===== src/rtl/i3c_axi_sub_arb.sv =====
// Burst-locked round-robin arbiter of the write/read component ports onto one CSR port.
// Define I3C_AXI_SUB_ARB_RD_PRIO_EN to give reads fixed priority when both sides contend in IDLE.
module i3c_axi_sub_arb #(
    parameter int AW        = 32,
    parameter int DW        = 32,
    parameter int UW        = 32,
    parameter int IW        = 1,
    parameter int TO_CYCLES = 1024,
    parameter int TOW       = (TO_CYCLES > 0) ? $clog2(TO_CYCLES + 1) : 1,
    localparam int BC       = DW / 8
) (
    input  logic          clk,
    input  logic          rst_n,

    input  logic          w_dv,
    input  logic [AW-1:0] w_addr,
    input  logic [UW-1:0] w_user,
    input  logic [IW-1:0] w_id,
    input  logic [DW-1:0] w_wdata,
    input  logic [BC-1:0] w_wstrb,
    input  logic          w_last,
    output logic          w_hld,
    output logic          w_err,

    input  logic          r_dv,
    input  logic [AW-1:0] r_addr,
    input  logic [UW-1:0] r_user,
    input  logic [IW-1:0] r_id,
    input  logic          r_last,
    output logic          r_hld,
    output logic          r_err,
    output logic [DW-1:0] r_rdata,

    output logic          dv,
    output logic          write,
    output logic [AW-1:0] addr,
    output logic [UW-1:0] user,
    output logic [IW-1:0] id,
    output logic [DW-1:0] wdata,
    output logic [BC-1:0] wstrb,
    input  logic          hld,
    input  logic          err,
    input  logic [DW-1:0] rdata,

    output logic          to_pulse,
    output logic [7:0]    to_cnt
);

    typedef enum logic [1:0] {
        IDLE  = 2'd0,
        OWN_W = 2'd1,
        OWN_R = 2'd2
    } state_e;

    localparam bit           TO_EN   = (TO_CYCLES != 0);
    localparam logic [TOW-1:0] TO_LAST = TOW'((TO_CYCLES > 0) ? TO_CYCLES - 1 : 0);

    state_e         state_q, state_d;
    logic           last_w_q, last_w_d;
    logic [TOW-1:0] hcnt_q, hcnt_d;
    logic           to_pulse_q, to_pulse_d;
    logic [7:0]     to_cnt_q, to_cnt_d;

    logic sel_w;
    logic sel_r;
    logic sel_dv;
    logic sel_last;
    logic to_fire;
    logic accept;

    // Side selection: free arbitration in IDLE, otherwise the locked owner.
    always_comb begin
        sel_w = 1'b0;
        sel_r = 1'b0;
        case (state_q)
            IDLE: begin
                if (w_dv && r_dv) begin
`ifdef I3C_AXI_SUB_ARB_RD_PRIO_EN
                    sel_r = 1'b1;
`else
                    sel_w = !last_w_q;
                    sel_r = last_w_q;
`endif
                end else if (w_dv) begin
                    sel_w = 1'b1;
                end else if (r_dv) begin
                    sel_r = 1'b1;
                end
            end
            OWN_W:   sel_w = 1'b1;
            OWN_R:   sel_r = 1'b1;
            default: ;
        endcase
    end

    always_comb begin
        sel_dv   = 1'b0;
        sel_last = 1'b0;
        if (sel_w) begin
            sel_dv   = w_dv;
            sel_last = w_last;
        end else if (sel_r) begin
            sel_dv   = r_dv;
            sel_last = r_last;
        end
    end

    assign to_fire = TO_EN && (hcnt_q == TO_LAST) && sel_dv && hld;
    assign accept  = sel_dv && (!hld || to_fire);

    // Shared port mux; idle port drives all zeros.
    always_comb begin
        dv    = 1'b0;
        write = 1'b0;
        addr  = '0;
        user  = '0;
        id    = '0;
        wdata = '0;
        wstrb = '0;
        if (sel_w) begin
            dv    = w_dv;
            write = 1'b1;
            addr  = w_addr;
            user  = w_user;
            id    = w_id;
            wdata = w_wdata;
            wstrb = w_wstrb;
        end else if (sel_r) begin
            dv    = r_dv;
            addr  = r_addr;
            user  = r_user;
            id    = r_id;
        end
    end

    // A watchdog expiry completes the beat upstream with an error.
    always_comb begin
        w_hld   = 1'b1;
        w_err   = 1'b0;
        r_hld   = 1'b1;
        r_err   = 1'b0;
        r_rdata = rdata;
        if (sel_w) begin
            w_hld = hld && !to_fire;
            w_err = err || to_fire;
        end
        if (sel_r) begin
            r_hld = hld && !to_fire;
            r_err = err || to_fire;
        end
    end

    always_comb begin
        state_d    = state_q;
        last_w_d   = last_w_q;
        hcnt_d     = hcnt_q;
        to_pulse_d = to_fire;
        to_cnt_d   = to_cnt_q;

        // Tracking every accepted beat equals tracking the finished owner, since the owner is fixed mid-burst.
        if (accept) begin
            last_w_d = sel_w;
        end

        case (state_q)
            IDLE: begin
                if (accept && !sel_last) begin
                    state_d = sel_w ? OWN_W : OWN_R;
                end
            end
            OWN_W, OWN_R: begin
                if (accept && sel_last) begin
                    state_d = IDLE;
                end
            end
            default: state_d = IDLE;
        endcase

        if (!TO_EN || !sel_dv || accept) begin
            hcnt_d = '0;
        end else begin
            hcnt_d = hcnt_q + 1'b1;
        end

        if (to_fire && (to_cnt_q != 8'hFF)) begin
            to_cnt_d = to_cnt_q + 8'd1;
        end
    end

    always_ff @(posedge clk) begin
        if (!rst_n) begin
            state_q    <= IDLE;
            last_w_q   <= 1'b0;
            hcnt_q     <= '0;
            to_pulse_q <= 1'b0;
            to_cnt_q   <= 8'd0;
        end else begin
            state_q    <= state_d;
            last_w_q   <= last_w_d;
            hcnt_q     <= hcnt_d;
            to_pulse_q <= to_pulse_d;
            to_cnt_q   <= to_cnt_d;
        end
    end

    assign to_pulse = to_pulse_q;
    assign to_cnt   = to_cnt_q;

endmodule


===== config.mk =====
export PLATFORM = sky130hd
export DESIGN_NAME = i3c_axi_sub_arb
export DESIGN_NICKNAME = d
export VERILOG_FILES = /design/src/rtl/i3c_axi_sub_arb.sv
export SDC_FILE = /design/constraint.sdc
export NUM_CORES = 1
export LEC_CHECK = 0
export ABC_AREA = 1
export ABC_CLOCK_PERIOD_IN_PS = 2750
export BUFFER_PORTS_ARGS = -buffer_cell sky130_fd_sc_hd__buf_2
export CAP_MARGIN = 20
export CORE_AREA = 4 4 135 137
export DETAILED_ROUTE_END_ITERATION = 16
export DIE_AREA = 0 0 139 141
export PLACE_DENSITY = 0.54
export SLEW_MARGIN = 20
export SYNTH_ARGS = -nofsm -noshare
export SYNTH_HDL_FRONTEND = slang
export SYNTH_SLANG_ARGS = --single-unit

===== constraint.sdc =====
create_clock -name clk -period 2.75 [get_ports clk]
set_clock_uncertainty 0.05 [all_clocks]
set_input_delay 0.275 -clock clk [delete_from_list [all_inputs] [get_ports clk]]
set_output_delay 0.275 -clock clk [all_outputs]
set_load 0.005 [all_outputs]

==> summary.txt, run 1 <==
Status
  • Outcome: finished clean

Power
  • Clk pwr share: 0.107
  • Combinational Power Share: 0.774
  • P_int: 1.67 mW
  • Static Leak: 2.30 nW
  • Sequential power share: 0.119
  • Peak supply drop: 0.000406 V
  • Power Total: 3.06 mW
  • Net Sw Frac: 0.453
  • Pwr per Cell Area: 770 nW/µm²
  • Net Switching: 1.38 mW

Die
  • Total core area: 17100 µm²
  • Die width: 139 µm
  • Total die area: 19600 µm²
  • Starting Density: 0.142
  • Chip height: 141 µm
  • Row Count: 48
  • Io pins: 354

Worst setup path
  • Crit-path slowest cell: dfxtp_1
  • FF-to-FF Start: state_q[0]
  • Delay-heaviest family, CP: simple AND/OR/NAND/NOR gates
  • Crit. Startpoint: state_q[0]
  • Crit Path Class: register to output port
  • Top cell by count, worst path: nand2_1
  • Max stage delay on crit path: 350 ps
  • WP data required: 2420 ps
  • Crit-path cells: inv_1 -> ha_1 -> nand2_1 -> inv_2 -> nand2_1 -> nand2_2 -> nor2_4 -> buf_12 -> a22o_1 -> buf_2
  • Startpoint Class: register
  • CP Buf/Inv Count: 4
  • Crit path max fanout: 65
  • CP Capture Type: output port
  • Critical path arrival: 2140 ps

Layout
  • Fraction of layout cells with a size suffix above 1: 0.507
  • Most common cell after layout, fill and taps aside: buf_2
  • Filler-free cell count of the finished design: 838
  • P&R area growth vs syn: 63.9%
  • Post-route cell area: 3970 µm²
  • Register area: 460 µm²
  • Fill cell count: 1967
  • Most frequent cells in the layout: buf_2, a22o_1, inv_1, nor2_1, nand2_1
  • Nets: 824
  • Fin util: 0.233
  • Area of the multi-input gates: 1420 µm²

Place
  • Placed inst area: 3880 µm²
  • Place WS: 483 ps
  • I/O Buffers: 289
  • DP HPWL: 10600 µm
  • Placed Cells: 833
  • GP Congestion: 0.807

Routing
  • # DRC: 0
  • Initial DRC count: 104
  • First-pass detailed-route iteration total: 4
  • Post-DR wirelength/cell: 14.5 µm
  • Final wirelength: 12200 µm
  • Vias: 3355
  • Routed Antenna Nets: 0
  • DR vias/cell: 4.00

STA
  • Setup ws final: 287 ps
  • Worst hold slack: 304 ps
  • Final worst-path cycle share: 0.896
  • Minimum clock period: 2460 ps
  • Slew Viols, Final: 0
  • Worst-Margin Slew: 476 ps
  • Hold Vio Cnt, Final: 0
  • Max-slew headroom: 0.682
  • Final setup fails: 0
  • RSZ-0062 raised after global routing: false
  • Fmax: 406 MHz
  • Setup TNS: 0 ps

Logic synthesis
  • Netlist cell types: 28
  • Number of synthesized register bits: 23
  • Syn Area/Cell: 6.60 µm²
  • Syn. warnings: 0
  • Mapped Nets: 578
  • Sequential area share after synthesis: 0.190
  • Mapped Cells: 367
  • Post-Syn Area: 2420 µm²

Global routing
  • Overall Global Routing Usage: 0.111
  • Number of global-route vias before repair: 3153
  • First-pass GRT wire length: 17400 µm
  • GRT overflow: 0
  • Met3 Resource Use GR: 0.0373
  • Largest net degree at the start of global routing: 66
  • Grt peak-use layer: met2
  • GR Util met2: 0.185
  • Met1 usage: 0.133
  • Initial antenna violation count: 3

Worst hold path
  • Worst Hold Class: input port to register
  • Min-delay src: rst_n

Clocking
  • Max Root-Sink Buffers: 2
  • Clk_lat worst skew: 260 ps
  • CTS tree: yes
  • Post-CTS Repair Setup Buffers: 0
  • Clk sinks: 23
  • Reg clk slew, reported paths: 60 ps
  • CTS buffer count: 3
  • Hold Buf Count CTS: 0
  • CTS Root Buffer Type: clkbuf_16
  • # H-tree levels: 1

Run
  • Max Cap Viol: 0
-- repair_timing --
item / in CTS / in global routing
endpoints found under the setup margin: 0 / 1
hold endpoints to repair: 0 / 0
gates resized for setup: 0 / 1
-- power groups by stage --
| stage | clock, mW | sequential, mW | combinational (mW) |
|---|---|---|---|
| after global placement | 0 | 0.371 | 2.39 |
| after global routing | 0.356 | 0.366 | 2.63 |
| after CTS | 0.338 | 0.364 | 2.39 |
| final | 0.328 | 0.364 | 2.36 |
| after floorplan | 0 | 0.369 | 1.37 |
| after detailed placement | 0 | 0.372 | 2.39 |
-- kinds of logic (layout without fill, tap and decap cells) --
logic type	count (synthesis)	in the layout	synth area share
other	0	1	0
xor gates and xnor gates	8	8	0.0289
buffers and inverters	114	359	0.232
AOI/OAI and AO/OA	88	88	0.288
DFF	23	23	0.190
adders and majority gates	5	5	0.0258
and+or+nand+nor	129	129	0.235
-- per-layer routing --
| layer | vias to the layer above | wire (µm) |
|---|---|---|
| met2 | 187 | 5690 |
| met3 | 26 | 1310 |
| met5 | - | 27 |
| met4 | 4 | 365 |
| met1 | 1465 | 4790 |
| li1 | 1673 | - |
-- area by class of cell --
class | instances | share of cell area
Timing Repair Buffer | 293 | 0.376
Multi-Input combinational cell | 230 | 0.357
Sequential cell | 23 | 0.116
Tap cell | 225 | 0.0710
Inverter | 62 | 0.0587
Clock buffer | 3 | 0.0189
Clock inverter | 1 | 0.00189
Antenna cell | 1 | 0.000631
-- state kept, by name, indices dropped and copies added (netlist names) --
name and cells:
state_q 2, to_pulse 1, hcnt_q 11, last_w_q 1, to_cnt 8
-- path summary, 6_finish.rpt --
check | end | slack, ps | cells after the start
hold reg to reg | hcnt_q[0] | 410 | 1
setup reg to reg | hcnt_q[7] | 610 | 10
hold / removal | to_cnt[6] | 300 | 3
setup / recovery | user[8] | 290 | 10
-- synth_stat cells, drive strengths merged --
cell	n	area (µm²)
or2	1	6.26
buf	44	298
dfxtp	23	460
a22o	65	569
nand4	6	37.5
a21oi	13	68.8
ha	5	62.6
nor2	61	248
a211oi	1	7.51
xor2	3	26.3
o21ai	5	25.0
a31oi	2	12.5
o211ai	2	15.0
nand3	9	45.0
nor3	5	25.0
inv	62	233
nand2	46	200
clkbuf	8	30.0
nor3b	1	7.51
xnor2	5	43.8
-- worst reg2reg max path, cell delays in order (launching register included) --
cell and delay, ps:
dfxtp_1 320, inv_1 80, ha_1 230, nand2_1 80
inv_2 70, nand2_1 60, nand2_2 230, nand2_2 100
nand2_4 130, nand4_1 390, a211oi_1 300
(Power assumes the default switching activity.)
==> inputs of run 2 (changes only) <==
==> constraint.sdc (replaced) <==
create_clock -name clk -period 2.75 [get_ports clk]
set_clock_uncertainty 0.05 [all_clocks]
set_input_delay 0.4125 -clock clk [delete_from_list [all_inputs] [get_ports clk]]
set_output_delay 0.4125 -clock clk [all_outputs]
set_load 0.005 [all_outputs]
==> run 2 against run 1 <==
Effect of this change: total power shrank 0.23%; register-to-register slack gained 30 ps; die area is the same; maximum frequency shrank 3.5%.
==> summary.txt, run 2 (synthesized netlist as in run 1, its figures left out) <==
Routing
  • Metal1 wirelength: 4830 µm (+0.81%)
  • # DRC: 0 (unchanged)
  • Post-DR wirelength/cell: 14.5 µm (-0.38%)
  • First-pass detailed-route iteration total: 4 (unchanged)
  • DR vias/cell: 3.95 (-1.4%)
  • Initial DRC count: 132 (+27%)
  • Final wirelength: 12100 µm (-0.50%)
  • Routed Antenna Nets: 0 (unchanged)
  • Met2 WL: 5580 µm (-1.9%)
  • Vias: 3303 (-1.5%)
  • Met3 wire len: 1280 µm (-2.3%)
  • Highest layer used for signal routing: met5

Layout
  • Fin util: 0.232 (about the same)
  • Nets: 823 (-0.12%)
  • P&R area growth vs syn: 63.8% (about the same)
  • Most common cell after layout, fill and taps aside: buf_2
  • Biggest register: hcnt_q
  • Fraction of layout cells with a size suffix above 1: 0.504 (-0.00244)
  • Filler-free cell count of the finished design: 837 (-0.12%)
  • Max reg flops: 11 (unchanged)
  • Most frequent cells in the layout: buf_2, a22o_1, inv_1, nor2_1, nand2_1

STA
  • Hold Vio Cnt, Final: 0 (unchanged)
  • Setup ws final: 198 ps (-89.4 ps)
  • Slew Viols, Final: 0 (unchanged)
  • Setup TNS: 0 ps (unchanged)
  • Worst-Margin Slew: 494 ps (+18.0 ps)
  • Worst hold slack: 395 ps (+90.9 ps)
  • Fmax: 392 MHz (-3.5%)
  • Final worst-path cycle share: 0.928 (+0.0325)
  • Max-slew headroom: 0.670 (-0.0120)
  • RSZ-0062 raised after global routing: false
  • Minimum clock period: 2550 ps (+89.4 ps)
  • Final setup fails: 0 (unchanged)

Place
  • Placed Cells: 832 (-0.12%)
  • GP Congestion: 0.822 (+1.9%)
  • Place WS: 212 ps (-271 ps)
  • DP HPWL: 10600 µm (about the same)
  • I/O Buffers: 289 (unchanged)

Die
  • Total core area: 17100 µm² (unchanged)
  • Total die area: 19600 µm² (unchanged)
  • Die width: 139 µm (unchanged)
  • Starting Density: 0.142 (unchanged)
  • Row Count: 48 (unchanged)
  • Io pins: 354 (unchanged)
  • Chip height: 141 µm (unchanged)

Global routing
  • GRT overflow: 0 (unchanged)
  • Initial antenna violation count: 3 (unchanged)
  • Largest net degree at the start of global routing: 66 (unchanged)
  • First-pass GRT wire length: 17200 µm (-1.0%)
  • Number of global-route vias before repair: 3164 (+0.35%)
  • Overall Global Routing Usage: 0.110 (-0.00125)

Clocking
  • Max Root-Sink Buffers: 2 (unchanged)
  • Clk sinks: 23 (unchanged)
  • Clk_lat worst skew: 260 ps (about the same)
  • CTS buffer count: 3 (unchanged)
  • CTS Root Buffer Type: clkbuf_16
  • Reg clk slew, reported paths: 60 ps (about the same)
  • CTS tree: yes
  • # H-tree levels: 1 (unchanged)

Worst setup path
  • Crit Path Class: register to output port
  • Crit path max fanout: 11 (-83%)
  • Crit-path cells: inv_1 -> ha_1 -> nand2_1 -> inv_2 -> nand2_1 -> nand2_4 -> nand2_2 -> nand2_4 -> nand2_4 -> nor2_8 -> inv_2 -> a21oi_1 -> buf_2
  • Top cell by count, worst path: nand2_4
  • Crit-path slowest cell: dfxtp_1
  • Critical path arrival: 2090 ps (-50 ps)
  • Startpoint Class: register
  • WP data required: 2290 ps (-130 ps)
  • Max stage delay on crit path: 330 ps (-20 ps)
  • CP Capture Type: output port

Status
  • Outcome: finished clean

Power
  • Static Leak: 2.30 nW (about the same)
  • Pwr per Cell Area: 769 nW/µm² (-0.17%)
  • Peak supply drop: 0.000298 V (-27%)

Run
  • Max Cap Viol: 0 (unchanged)

Worst hold path
  • Worst Hold Class: register to register
## run 2: layer usage
| metal | vias up | track usage |
|---|---|---|
| met5 | - | 0 |
| li1 | 1676 | - |
| met3 | 31 | 0.0373 |
| met2 | 173 | 0.182 |
| met4 | 4 | 0.0350 |
| met1 | 1419 | 0.134 |
## run 2: what timing repair did
item	in CTS	in global routing
endpoints found under the setup margin	55	17
hold buffers	0	0
resized for setup	1	3
setup buffers	0	0
## run 2: path summary, 6_finish.rpt
kind	start	to	slack (ps)	depth (start not counted)
min	hcnt_q[0]	hcnt_q[0]	400	1
max reg2reg	state_q[0]	hcnt_q[4]	640	10
min reg2reg	hcnt_q[0]	hcnt_q[0]	400	1
max	state_q[0]	r_err	200	13
## run 2: layout make-up
cell class	instances	area, µm²
fillers	1957	13100
well taps	225	282
diodes	1	2.50
flip-flops and latches	23	460
inverters	62	233
repair buffers	292	1490
clock buffers	4	78.8
multi-input cells	230	1420
## run 2: critical path: cells and delay by family (launching register included)
family                     cells  cell delay [ps]
AOI/OAI and AO/OA              1              170
buffers and inverters          4              380
adders and majority gates      1              230
and+or+nand+nor                7              700
DFF                            1              330
## run 2: through the flow
step,area (µm²),power [mW]
after global routing,3960,3.33
after global placement,3870,2.74
after CTS,3950,3.08
after floorplan,2420,1.74
final,3970,3.05
after detailed placement,3870,2.75
## run 2: report_power, final
group	total (mW)	switching [mW]	internal, mW
clock network	0.316	0.118	0.198
logic	2.37	1.25	1.12
registers	0.364	0.0121	0.352
==> inputs of run 3 (changes only) <==
--- a/config.mk
+++ b/config.mk
@@ -13,6 +13,7 @@
 export DETAILED_ROUTE_END_ITERATION = 16
 export DIE_AREA = 0 0 139 141
 export PLACE_DENSITY = 0.54
+export RECOVER_POWER = 100
 export SLEW_MARGIN = 20
 export SYNTH_ARGS = -nofsm -noshare
 export SYNTH_HDL_FRONTEND = slang
==> run 3 against run 2 <==
Effect of this change: wire length hardly changed; global-route usage stayed put; final area is 2.8% lower; cell count stayed put; non-clock buffer count stayed put; first-iteration DRC count is 5.3% lower; worst setup slack worse by 3.4 ps; worst hold slack stayed put; utilization is 0.65 points lower; die area stayed put; total power is 3.6% lower.
==> summary.txt, run 3 (synthesized netlist as in run 1, its figures left out) <==
Clocking
  • Clk_lat worst skew: 260 ps (about the same)
  • Hold Buf Count CTS: 0 (unchanged)
  • CTS buffer count: 3 (unchanged)
  • # H-tree levels: 1 (unchanged)
  • CTS tree: yes
  • Reg clk slew, reported paths: 60 ps (about the same)
  • Clk sinks: 23 (unchanged)
  • Max Root-Sink Buffers: 2 (unchanged)
  • CTS Root Buffer Type: clkbuf_16

Power
  • Pwr per Cell Area: 763 nW/µm² (-0.81%)
  • Static Leak: 2.03 nW (-11%)
  • Peak supply drop: 0.000294 V (-1.4%)

Layout
  • Max reg flops: 11 (unchanged)
  • Nets: 823 (unchanged)
  • Most common cell after layout, fill and taps aside: buf_2
  • Fin util: 0.226 (-0.00646)
  • Most frequent cells in the layout: buf_2, clkbuf_1, a22o_1, inv_1, nor2_1
  • P&R area growth vs syn: 59.2%
  • Biggest register: hcnt_q
  • Fraction of layout cells with a size suffix above 1: 0.381 (-0.123)
  • Filler-free cell count of the finished design: 837 (unchanged)
  • Fill cell count: 1984 (+1.4%)
  • Post-route cell area: 3850 µm² (-2.8%)

Worst setup path
  • Crit path max fanout: 8 (-3)
  • CP Capture Type: output port
  • Startpoint Class: register
  • WP data required: 2290 ps (about the same)
  • Critical path arrival: 2090 ps (about the same)
  • Crit Path Class: register to output port

Place
  • GP Congestion: 0.822 (unchanged)
  • Placed inst area: 3870 µm² (unchanged)
  • DP HPWL: 10600 µm (unchanged)
  • I/O Buffers: 289 (unchanged)
  • Placed Cells: 832 (unchanged)

Status
  • Outcome: finished clean

Global routing
  • Number of global-route vias before repair: 3164 (unchanged)
  • Met3 Resource Use GR: 0.0373 (unchanged)
  • Largest net degree at the start of global routing: 66 (unchanged)
  • Initial antenna violation count: 3 (unchanged)
  • Grt peak-use layer: met2
  • Overall Global Routing Usage: 0.110 (unchanged)
  • First-pass GRT wire length: 17200 µm (unchanged)
  • GRT overflow: 0 (unchanged)
  • GR Util met2: 0.182 (unchanged)
  • Met1 usage: 0.134 (unchanged)

Die
  • Die width: 139 µm (unchanged)
  • Row Count: 48 (unchanged)
  • Chip height: 141 µm (unchanged)
  • Total core area: 17100 µm² (unchanged)
  • Io pins: 354 (unchanged)
  • Starting Density: 0.142 (unchanged)
  • Total die area: 19600 µm² (unchanged)

STA
  • Hold Vio Cnt, Final: 0 (unchanged)
  • Setup TNS: 0 ps (unchanged)
  • Final worst-path cycle share: 0.929 (+0.00124)
  • Worst hold slack: 395 ps (unchanged)
  • Fmax: 391 MHz (-0.13%)
  • Slew Viols, Final: 0 (unchanged)
  • RSZ-0062 raised after global routing: false
  • Max-slew headroom: 0.670 (about the same)
  • Worst-Margin Slew: 494 ps (-0.0775 ps)
  • Final setup fails: 0 (unchanged)
  • Minimum clock period: 2560 ps (+3.41 ps)

Routing
  • Initial DRC count: 125 (-5.3%)
  • DR vias/cell: 3.92 (-0.58%)
  • Post-DR wirelength/cell: 14.5 µm (about the same)
  • Vias: 3284 (-0.58%)
  • Routed Antenna Nets: 0 (unchanged)
  • Final wirelength: 12100 µm (about the same)
  • First-pass detailed-route iteration total: 4 (unchanged)
  • # DRC: 0 (unchanged)

Run
  • Max Cap Viol: 0 (unchanged)

Worst hold path
  • Worst Hold Class: register to register
## run 3: cell types whose count changed in the layout (fill, tap and decap cells not counted), sizes merged
cell    before  now
buf        292  213
clkbuf       4   83
## run 3: final cells by class
type | instances | area, µm² | share of cell area
timing repair buffer | 292 | 1400 | 0.363
multi-input combinational | 230 | 1400 | 0.363
sequential | 23 | 460 | 0.119
tap | 225 | 282 | 0.0730
inverter | 62 | 233 | 0.0604
clock buffer | 4 | 78.8 | 0.0204
antenna | 1 | 2.50 | 0.000649
## run 3: path summary, 6_finish.rpt
path | startpoint | end | slack (ps) | cells past startpoint
hold / removal | hcnt_q[0] | hcnt_q[0] | 400 | 1
setup reg to reg | state_q[0] | state_q[1] | 580 | 13
setup / recovery | state_q[0] | r_err | 190 | 12
hold reg to reg | hcnt_q[0] | hcnt_q[0] | 400 | 1
## run 3: critical path: stages, from the launching register on
cell and delay (ps):
dfxtp_1 360, inv_1 80, ha_1 250, nand2_1 100, inv_2 40, a21oi_1 170, nand3_1 140, nand2_4 140
nand2_4 70, nor2_8 100, inv_2 70, a21oi_1 180, clkbuf_2 140
## run 3: through the flow
| step | worst slack, ps | power (mW) |
|---|---|---|
| CTS | 87.8 | 3.08 |
| finish | 195 | 2.94 |
| floorplan | 734 | 1.74 |
| detailed placement | 212 | 2.75 |
| global route | 34.6 | 3.23 |
| global placement | 247 | 2.74 |
## run 3: power by group
group	internal, mW	switching (mW)	total, mW
Clock	0.198	0.118	0.316
Combinational	1.01	1.25	2.26
Sequential	0.352	0.0122	0.364
## run 3: timing repair
action / CTS / global route
buffers inserted: 0 / 0
setup endpoints to repair: 55 / 17
endpoints found under the hold margin: 0 / 0
gates resized for setup: 1 / 3
gates cloned: 0 / 0
## run 3: per-layer routing
layer / share of wire / wire length, µm
met5: 0.0022 / 27
met4: 0.024 / 290
met3: 0.11 / 1300
met2: 0.47 / 5670
met1: 0.40 / 4840
